$ cat src/rtl/clkdiv_ctrl.sv
// Programmable clock divider with burst/continuous modes, clean stop and
// glitch-free live reconfiguration through a single-entry pending slot.
module clkdiv_ctrl #(
    parameter int unsigned WIDTH        = 10,
    parameter int unsigned DEFAULT_HALF = 1000
) (
    input  logic             clk,
    input  logic             reset,
    input  logic             cfg_valid,
    output logic             cfg_ready,
    input  logic [WIDTH-1:0] cfg_half,
    input  logic [7:0]       cfg_burst,
    input  logic             start,
    input  logic             stop,
    output logic             div_out,
    output logic             tick,
    output logic             busy,
    output logic             done
);

    localparam int unsigned BURST_W = 8;

    typedef enum logic [1:0] {
        IDLE      = 2'd0,
        RUN       = 2'd1,
        STOP_WAIT = 2'd2
    } state_t;

    state_t             state, state_nxt;
    logic [WIDTH-1:0]   cnt, cnt_nxt;
    logic [WIDTH-1:0]   half_act, half_nxt;
    logic [BURST_W-1:0] burst_act, burst_nxt;
    logic [BURST_W-1:0] burst_left, left_nxt;
    logic [WIDTH-1:0]   pend_half, pend_half_nxt;
    logic [BURST_W-1:0] pend_burst, pend_burst_nxt;
    logic               pend_flag, pend_flag_nxt;
    logic               div_nxt, tick_nxt, done_nxt;

    logic               accept;
    logic               wrap;
    logic               end_run;
    logic [WIDTH-1:0]   half_in;

    assign cfg_ready = ~pend_flag;
    assign busy      = (state != IDLE);
    assign accept    = cfg_valid & ~pend_flag;
    // A zero half-period is meaningless; treat it as the fastest rate.
    assign half_in   = (cfg_half == '0) ? WIDTH'(1) : cfg_half;
    // Compare with >= so a counter can never run past a shortened period.
    assign wrap      = (cnt >= (half_act - WIDTH'(1)));

    // State register
    always_ff @(posedge clk) begin
        if (reset) begin
            state <= IDLE;
        end else begin
            state <= state_nxt;
        end
    end

    // Next-state, counter, burst accounting and config slot handling
    always_comb begin
        state_nxt      = state;
        cnt_nxt        = cnt;
        div_nxt        = div_out;
        tick_nxt       = 1'b0;
        done_nxt       = 1'b0;
        half_nxt       = half_act;
        burst_nxt      = burst_act;
        left_nxt       = burst_left;
        pend_half_nxt  = pend_half;
        pend_burst_nxt = pend_burst;
        pend_flag_nxt  = pend_flag;
        end_run        = 1'b0;

        case (state)
            IDLE: begin
                cnt_nxt = '0;
                div_nxt = 1'b0;
                if (accept) begin
                    half_nxt  = half_in;
                    burst_nxt = cfg_burst;
                end
                if (start) begin
                    state_nxt = RUN;
                    left_nxt  = accept ? cfg_burst : burst_act;
                end
            end
            RUN: begin
                if (stop) begin
                    // Low phase, or high phase ending right now: stop at once.
                    if (!div_out || wrap) begin
                        end_run = 1'b1;
                    end else begin
                        state_nxt = STOP_WAIT;
                    end
                end else if (wrap) begin
                    if (!div_out) begin
                        tick_nxt = 1'b1;
                        if ((burst_act != '0) && (burst_left != '0)) begin
                            left_nxt = burst_left - BURST_W'(1);
                        end
                    end else if ((burst_act != '0) && (burst_left == '0)) begin
                        end_run = 1'b1;
                    end
                end
            end
            STOP_WAIT: begin
                // Only the falling toggle can occur here.
                if (wrap) begin
                    end_run = 1'b1;
                end
            end
            default: begin
                state_nxt = IDLE;
            end
        endcase

        if (state != IDLE) begin
            if (end_run) begin
                state_nxt     = IDLE;
                cnt_nxt       = '0;
                div_nxt       = 1'b0;
                tick_nxt      = 1'b0;
                done_nxt      = 1'b1;
                pend_flag_nxt = 1'b0;
                // A config arriving on the exit edge is newer than any pending one.
                if (accept) begin
                    half_nxt  = half_in;
                    burst_nxt = cfg_burst;
                end else if (pend_flag) begin
                    half_nxt  = pend_half;
                    burst_nxt = pend_burst;
                end
            end else begin
                cnt_nxt = wrap ? '0 : (cnt + WIDTH'(1));
                if (wrap) begin
                    div_nxt = ~div_out;
                    if (pend_flag) begin
                        half_nxt      = pend_half;
                        burst_nxt     = pend_burst;
                        pend_flag_nxt = 1'b0;
                    end
                end
                if (accept) begin
                    pend_half_nxt  = half_in;
                    pend_burst_nxt = cfg_burst;
                    pend_flag_nxt  = 1'b1;
                end
            end
        end
    end

    // Datapath and registered outputs
    always_ff @(posedge clk) begin
        if (reset) begin
            cnt        <= '0;
            div_out    <= 1'b0;
            tick       <= 1'b0;
            done       <= 1'b0;
            half_act   <= WIDTH'(DEFAULT_HALF);
            burst_act  <= '0;
            burst_left <= '0;
            pend_half  <= '0;
            pend_burst <= '0;
            pend_flag  <= 1'b0;
        end else begin
            cnt        <= cnt_nxt;
            div_out    <= div_nxt;
            tick       <= tick_nxt;
            done       <= done_nxt;
            half_act   <= half_nxt;
            burst_act  <= burst_nxt;
            burst_left <= left_nxt;
            pend_half  <= pend_half_nxt;
            pend_burst <= pend_burst_nxt;
            pend_flag  <= pend_flag_nxt;
        end
    end

endmodule
$ cat config.mk
export PLATFORM = sky130hd
export DESIGN_NAME = clkdiv_ctrl
export DESIGN_NICKNAME = d
export VERILOG_FILES = /design/src/rtl/clkdiv_ctrl.sv
export SDC_FILE = /design/constraint.sdc
export NUM_CORES = 1
export LEC_CHECK = 0
export ABC_AREA = 1
export CORE_ASPECT_RATIO = 1.1
export CORE_UTILIZATION = 55
export CTS_BUF_LIST = sky130_fd_sc_hd__clkbuf_16
export CTS_CLUSTER_DIAMETER = 150
export DETAILED_ROUTE_END_ITERATION = 6
export PLACE_DENSITY = 0.75
export SETUP_SLACK_MARGIN = 0.2
export SYNTH_ARGS = -nofsm -noshare
export SYNTH_HDL_FRONTEND = slang
export SYNTH_SLANG_ARGS = --single-unit
$ cat constraint.sdc
create_clock -name clk -period 4.65 [get_ports clk]
set_clock_uncertainty 0.1 [all_clocks]
set_input_delay 0.465 -clock clk [delete_from_list [all_inputs] [get_ports clk]]
set_output_delay 0.465 -clock clk [all_outputs]
set_load 0.05 [all_outputs]
; Word level (Yosys, flattened, before mapping)
; Cells that the tools add are included.
[totals]
reg_bits = 60
latchBits = 0
mem_bits_rw = 0
romBits = 0
in_bits = 23
output_inout_bits = 5
word_cells = 96
memories = 0
[op_classes]
addsub = 3
multipliers = 0
div = 0
n_lt_le_gt_ge = 1
n_eq_ne = 7
n_shift = 0
muxes = 52
bitwise_logic = 5
n_reduce_logical = 17
[ops]
columns = cell, n
row1 = two-way mux 10 bit, 12
row2 = two-way mux 8 bit, 12
row3 = two-way mux 1 bit, 20
row4 = case mux 8 bit (2 select lines), 1
row5 = nonzero test 8 bit, 2
row6 = adder 10 x 1 -> 10 bit (second input constant), 1
row7 = greater-or-equal comparator 10 bit, 1
row8 = logical NOT 10 bit, 1
row9 = two-way mux 2 bit, 5
row10 = != test 2 bit (second input constant), 5
row11 = subtractor 10 x 1 -> 10 bit (second input constant), 1
row12 = logical NOT 8 bit, 1
row13 = subtractor 8 x 1 -> 8 bit (second input constant), 1
row14 = case mux 2 bit (3 select lines), 1
row15 = AND reduction 6 bit, 1
row16 = nonzero test 2 bit, 3
row17 = NOT 1 bit, 4
row18 = AND reduction 3 bit, 1
row19 = nonzero test 3 bit, 1
row20 = == test 2 x 1 -> 1 bit (second input constant), 1
row21 = == test 2 bit (second input constant), 1
row22 = logical AND 1 bit, 2
row23 = logical NOT 2 bit, 1
row24 = case mux 1 bit (2 select lines), 1
row25 = 5 further kinds, 5

; Depth between registers and ports, before layout
[logic_depth]
ltp_word = 9
ltp_mapped = 21
mapped_depth_nobuf = 21

; Least setup slack after synthesis
; OpenSTA, ideal clock, no wires.
[synth_path]
path_type = reg2reg
start = register half_act[2]
end = register pend_burst[5]
setup_ns = 0.122
arrival_time_ns = 2.531
t_required_ns = 4.428
slack_ns = 1.897
stages_incl_launch_ff = 20
path_buffers = 1
period_less_slack_ns = 2.753
cell_sequence = dfxtp_1 nor2_1 nand2_1 nor2_1 nand2_1 nor3_1 nand2_1 nor2_1 xnor2_1 ha_1 a21o_1 nor2_2 nand3_4 nor2_4 nor2_8 nand2_8 nand3_4 buf_4 nand3_1 o21ai_0
[synth_via]
elab_chain_len = 8
elab_cells_between_ends = 10
[synth_lines]
columns = item, line_no
row1 = start: declaration, 31  ; logic [WIDTH-1:0] half_act, half_nxt;
row2 = start signal: assignment, 161  ; half_act <= WIDTH'(DEFAULT_HALF);
row3 = start signal: assignment, 172  ; half_act <= half_nxt;
row4 = subtractor 10 x 1 -> 10 bit *, 50  ; assign wrap = (cnt >= (half_act - WIDTH'(1)));
row5 = greater-or-equal comparator 10 bit *, 50
row6 = logical OR 1 bit, 92  ; if (!div_out || wrap) begin
row7 = two-way mux 1 bit, 92
row8 = two-way mux 1 bit, 90  ; if (stop) begin
row9 = case mux 1 bit (2 select lines) *, 76  ; case (state)
row10 = NOT 1 bit (no source line) *, -
row11 = AND reduction 3 bit (no source line) *, -
row12 = end signal: assignment, 176  ; pend_burst <= pend_burst_nxt;
row13 = end: declaration, 35  ; logic [BURST_W-1:0] pend_burst, pend_burst_nxt;
; Every way passes the cells marked *; elsewhere a longest branch is shown, timed or not.
; A chain may end at the register's enable or synchronous reset.

; Final worst setup path
[layout_path]
start = register half_act[2]
end = register burst_act[7]
[layout_via]
elab_chain_len = 8
elab_cells_between_ends = 11
[layout_lines]
columns = item, line_no
row1 = subtractor 10 x 1 -> 10 bit *, 50
row2 = greater-or-equal comparator 10 bit *, 50
row3 = logical OR 1 bit, 92
row4 = two-way mux 1 bit, 92
row5 = two-way mux 1 bit, 90
row6 = case mux 1 bit (2 select lines), 76
row7 = two-way mux 8 bit *, 120  ; if (end_run) begin
row8 = two-way mux 8 bit *, 119  ; if (state != IDLE) begin
row9 = end signal: assignment, 173  ; burst_act <= burst_nxt;
row10 = end: declaration, 32  ; logic [BURST_W-1:0] burst_act, burst_nxt;
; Marks and branches as above.

==> metrics.log <==
INFO  metric result_of_the_run = finished, final reports clean
INFO  metric cp.required = 4.78 ns
INFO  metric floorplan.io_pins = 28
INFO  metric die-area = about 8000 sq um
INFO  metric leakage = 2.47 nW
INFO  metric final_period_minus_worst_setup_slack = roughly 3.5 ns
INFO  metric fillCellCount = around 730
INFO  metric antenna_violating_nets_post_route = 0
INFO  metric max-cap-violations = 0
INFO  metric timing_max_transition_violations_final = 0
INFO  metric number_of_enable_flip_flop_cells_after_synthesis = 0
INFO  metric synth_sequential_area_ratio = 27.7%
INFO  metric stdcell_area = roughly 4900 sq um
INFO  metric first_global_vias = 4330
INFO  metric routed-wl-met2 = approximately 5.4 mm
INFO  metric std_cell_rows = 33
INFO  metric clk_pin_slew_worst_paths = approximately 0.05 ns
INFO  metric arrival = 3.58 ns
INFO  metric setup_tns = 0 ns
INFO  metric finalWirelength = approximately 11 mm
INFO  metric cts_tree = yes
INFO  metric slew_headroom = between 50% and 60%
INFO  metric worst_hold_path_type = reg2reg
INFO  metric r2r_setup_slack = about 1.2 ns
INFO  metric synthCells = 712
INFO  metric postCtsSetupBuffers = 0
INFO  metric cts_inserted_buffers = 9
INFO  metric clockRootBuffer = clkbuf_16
INFO  metric vias = around 4.5k
INFO  metric cts-resized-gates = 0
INFO  metric detailedPlacementHpwl = 7.82 mm
INFO  metric multi_input_area = 2700 sq um
INFO  metric reg2reg_depth = 20
INFO  metric cts-htree-levels = 3
INFO  metric synth_top_cells_by_area = dfxtp_1 (28%), nand2_1 (21%), nand3_1 (8.5%)
INFO  metric highest_layer = met4
INFO  metric finish.cell_count_without_fillers = around 840
INFO  metric rsz_0062_raised_after_global_routing = false
INFO  metric syn2layout_area_growth = 14.0%
INFO  metric critPathCaptureType = flop
INFO  metric worst_skew_pair.late_latency = ~0.33 ns
INFO  metric cts.sinks = 60
INFO  metric grt_first_pass_wirelength = approximately 19 mm
INFO  metric worstPathCellList = nor2_1, nand2_1, nor2_1, nand2_1, nor3_1, nand2_1, nor2_1, xnor2_1, ha_1, nand2_1, nor2_1, nand3_1, nand3_4, clkinv_1, nand2_1, nand2_1, nand3_1, nand3_1, nand2_1, inv_1
INFO  metric source_of_the_worst_hold_timing_path = burst_left[1]
INFO  metric utilization = 65.4%
INFO  metric synth_seq_cells = 60
INFO  metric ys_types = 37
INFO  metric synth_area_leader_cell = dfxtp_1
INFO  metric post-place-cells = just over 800
INFO  metric worst-slew-pin-transition = approximately 0.6 ns
INFO  metric clock_tree.buffer_depth = 2
INFO  metric worst_hold_path.endpoint = burst_left[1]
INFO  metric finalSetupViolations = 0
INFO  metric detailedRoute.firstIterationViolations = around 280
INFO  metric number_of_vias_per_cell = approximately 5.4
INFO  metric ir_worst_vdd = between 0.2 and 0.25 mV
INFO  metric drc_errors_left = 0
INFO  metric port_buffers = 27
INFO  metric regToRegEndpoint = burst_act[7]
INFO  metric totalPowerFinal = 1.92 mW
INFO  metric critPathKind = reg2reg
INFO  metric die_h = between 90 and 100 um
INFO  metric crit_share_post_route = around 74%
INFO  metric dr_wl_met3 = ~650 um
INFO  metric startpoint_type = flop
INFO  metric synthesis.yosys.warnings = 0
INFO  metric die-width = between 80 and 90 um
INFO  metric cpMostUsedCell = nand2_1
INFO  metric route.layer.met1.wl = 4.52 mm
INFO  metric asyncSetResetFlopFracSynth = 0%
INFO  metric ff_latch_area = 1200 sq um
INFO  metric grt_remaining_overflow = 0
INFO  metric synth.avg_cell_area = around 6.1 sq um
INFO  metric post_dp_cell_area = ~4600 sq um
INFO  metric routed_len_inst = 13.2 um
INFO  metric timing.critical_path.fanout_max = 25
INFO  metric effective_utilization_at_floorplan = 57.4%
INFO  metric final_critical_path_setup_slack = around 1.2 ns
INFO  metric pre_cts_slack = roughly 1.2 ns
INFO  metric cts_hold_fix_bufs = 0
INFO  metric finalHoldViolCount = 0
INFO  metric postSynthNetCount = ~750
INFO  metric routabilityCongestion = 0.878
INFO  metric synth_area = between 4000 and 5000 sq um
INFO  metric grt_max_degree = 35
INFO  metric maxClockFrequency = between 200 and 300 MHz
INFO  metric final.hold.worst_slack = around 0.37 ns
INFO  metric firstDrtPassIters = 6
INFO  metric diodes = 0
INFO  metric share_of_layout_cells_above_drive_strength_1 = approximately 6.6%
INFO  metric yosys.area.top_type_share = 27.7%
INFO  metric timing.rr.start = half_act[2]
INFO  metric slowest_cp_cell = clkinv_1
INFO  metric core_region_area = 7560 sq um
INFO  metric initial_antenna_violation_count = 0
INFO  metric synth_top_flop_cell = dfxtp_1
INFO  metric critical_path.max_stage_delay = approximately 0.60 ns
INFO  metric grtUsageTotal = slightly below 30%
INFO  metric min_path_cells = 2
INFO  metric final_net_count = around 770
INFO  metric cellPowerDensity = about 390 nW/um^2
per-layer routing:
| layer | up-vias | GRT usage, % |
|---|---|---|
| met5 | - | 0 |
| met4 | 0 | 16.5 |
| met3 | 45 | 6.15 |
| met2 | 165 | 51.4 |
| met1 | 2018 | 31.6 |
| li1 | 2289 | - |
power breakdown:
group | switching [mW] | internal (mW) | total (mW) | leakage, nW
logic | 0.396 | 0.215 | 0.612 | 1.83
clock network | 0.237 | 0.462 | 0.698 | 0.155
registers | 0.0438 | 0.569 | 0.613 | 0.490
cells in the mapped netlist (7+ instances only):
| master | count |
|---|---|
| nand3_1 | 74 |
| nand4_1 | 13 |
| dfxtp_1 | 60 |
| xnor2_1 | 7 |
| nor2_1 | 67 |
| o21ai_0 | 37 |
| nand2_1 | 247 |
| buf_2 | 8 |
| clkbuf_1 | 13 |
| xor2_1 | 13 |
| ha_1 | 18 |
| inv_1 | 72 |
| a21oi_1 | 24 |
cell usage in the layout, fill, tap and decap left out, types with 2 or more instances in the layout:
cell type	instances
clkinv_1	2
nor2_1	67
inv_2	5
a21oi_1	24
nand3_4	3
nand3b_1	5
xnor2_1	7
nand2_1	247
clkinv_2	2
dfxtp_1	60
inv_1	74
xor2_1	13
nand2_2	4
o21ai_0	37
or2_2	4
o21ai_2	4
a31oi_1	2
nand2_4	2
nor2_2	3
nand3_1	74
ha_1	18
clkbuf_16	9
buf_4	4
nor3_1	6
nand4_1	13
bufinv_16	2
o21ai_1	4
clkdlybuf4s50_1	27
worst max-delay path by stage:
stage,start,end,depth (start not counted)
2_1_floorplan,half_act[2],pend_burst[5],19
3_5_place_dp,half_act[2],burst_act[7],20
5_1_grt,half_act[2],burst_act[2],20
4_1_cts,half_act[2],burst_act[7],20
6_report,half_act[2],burst_act[7],20
3_3_place_gp,half_act[2],pend_burst[2],17
flip-flops by register name, summed over array words and instances, names as in the netlist, 2 cells and up:
register,flops
pend_burst,8
burst_act,8
burst_left,8
half_act,10
state,2
cnt,10
pend_half,10
layout make-up:
cell class / instances / share of cell area [%]
Tap cell: 105 / 2.66
Inverter: 80 / 6.15
Multi-Input combinational cell: 544 / 54.6
Sequential cell: 60 / 24.3
Clock inverter: 7 / 1.70
Clock buffer: 9 / 4.56
Timing Repair Buffer: 31 / 6.07
cell families (layout without fill, tap and decap cells):
group | after synthesis | in the layout | synth area share (%)
AOI/OAI and AO/OA | 75 | 75 | 9.32
xor gates and xnor gates | 20 | 20 | 4.04
adders and majority gates | 18 | 18 | 5.19
buffers and inverters | 108 | 127 | 10.1
DFF | 60 | 60 | 27.7
and+or+nand+nor | 431 | 431 | 43.7
critical path: cells and delay by family, from the launching register on:
kind,cells,cell delay (ns)
simple gates,16,1.92
buf+inv,2,0.64
flops,1,0.33
fa+ha+maj,1,0.29
xor+xnor,1,0.08
(Power assumes the default switching activity.)
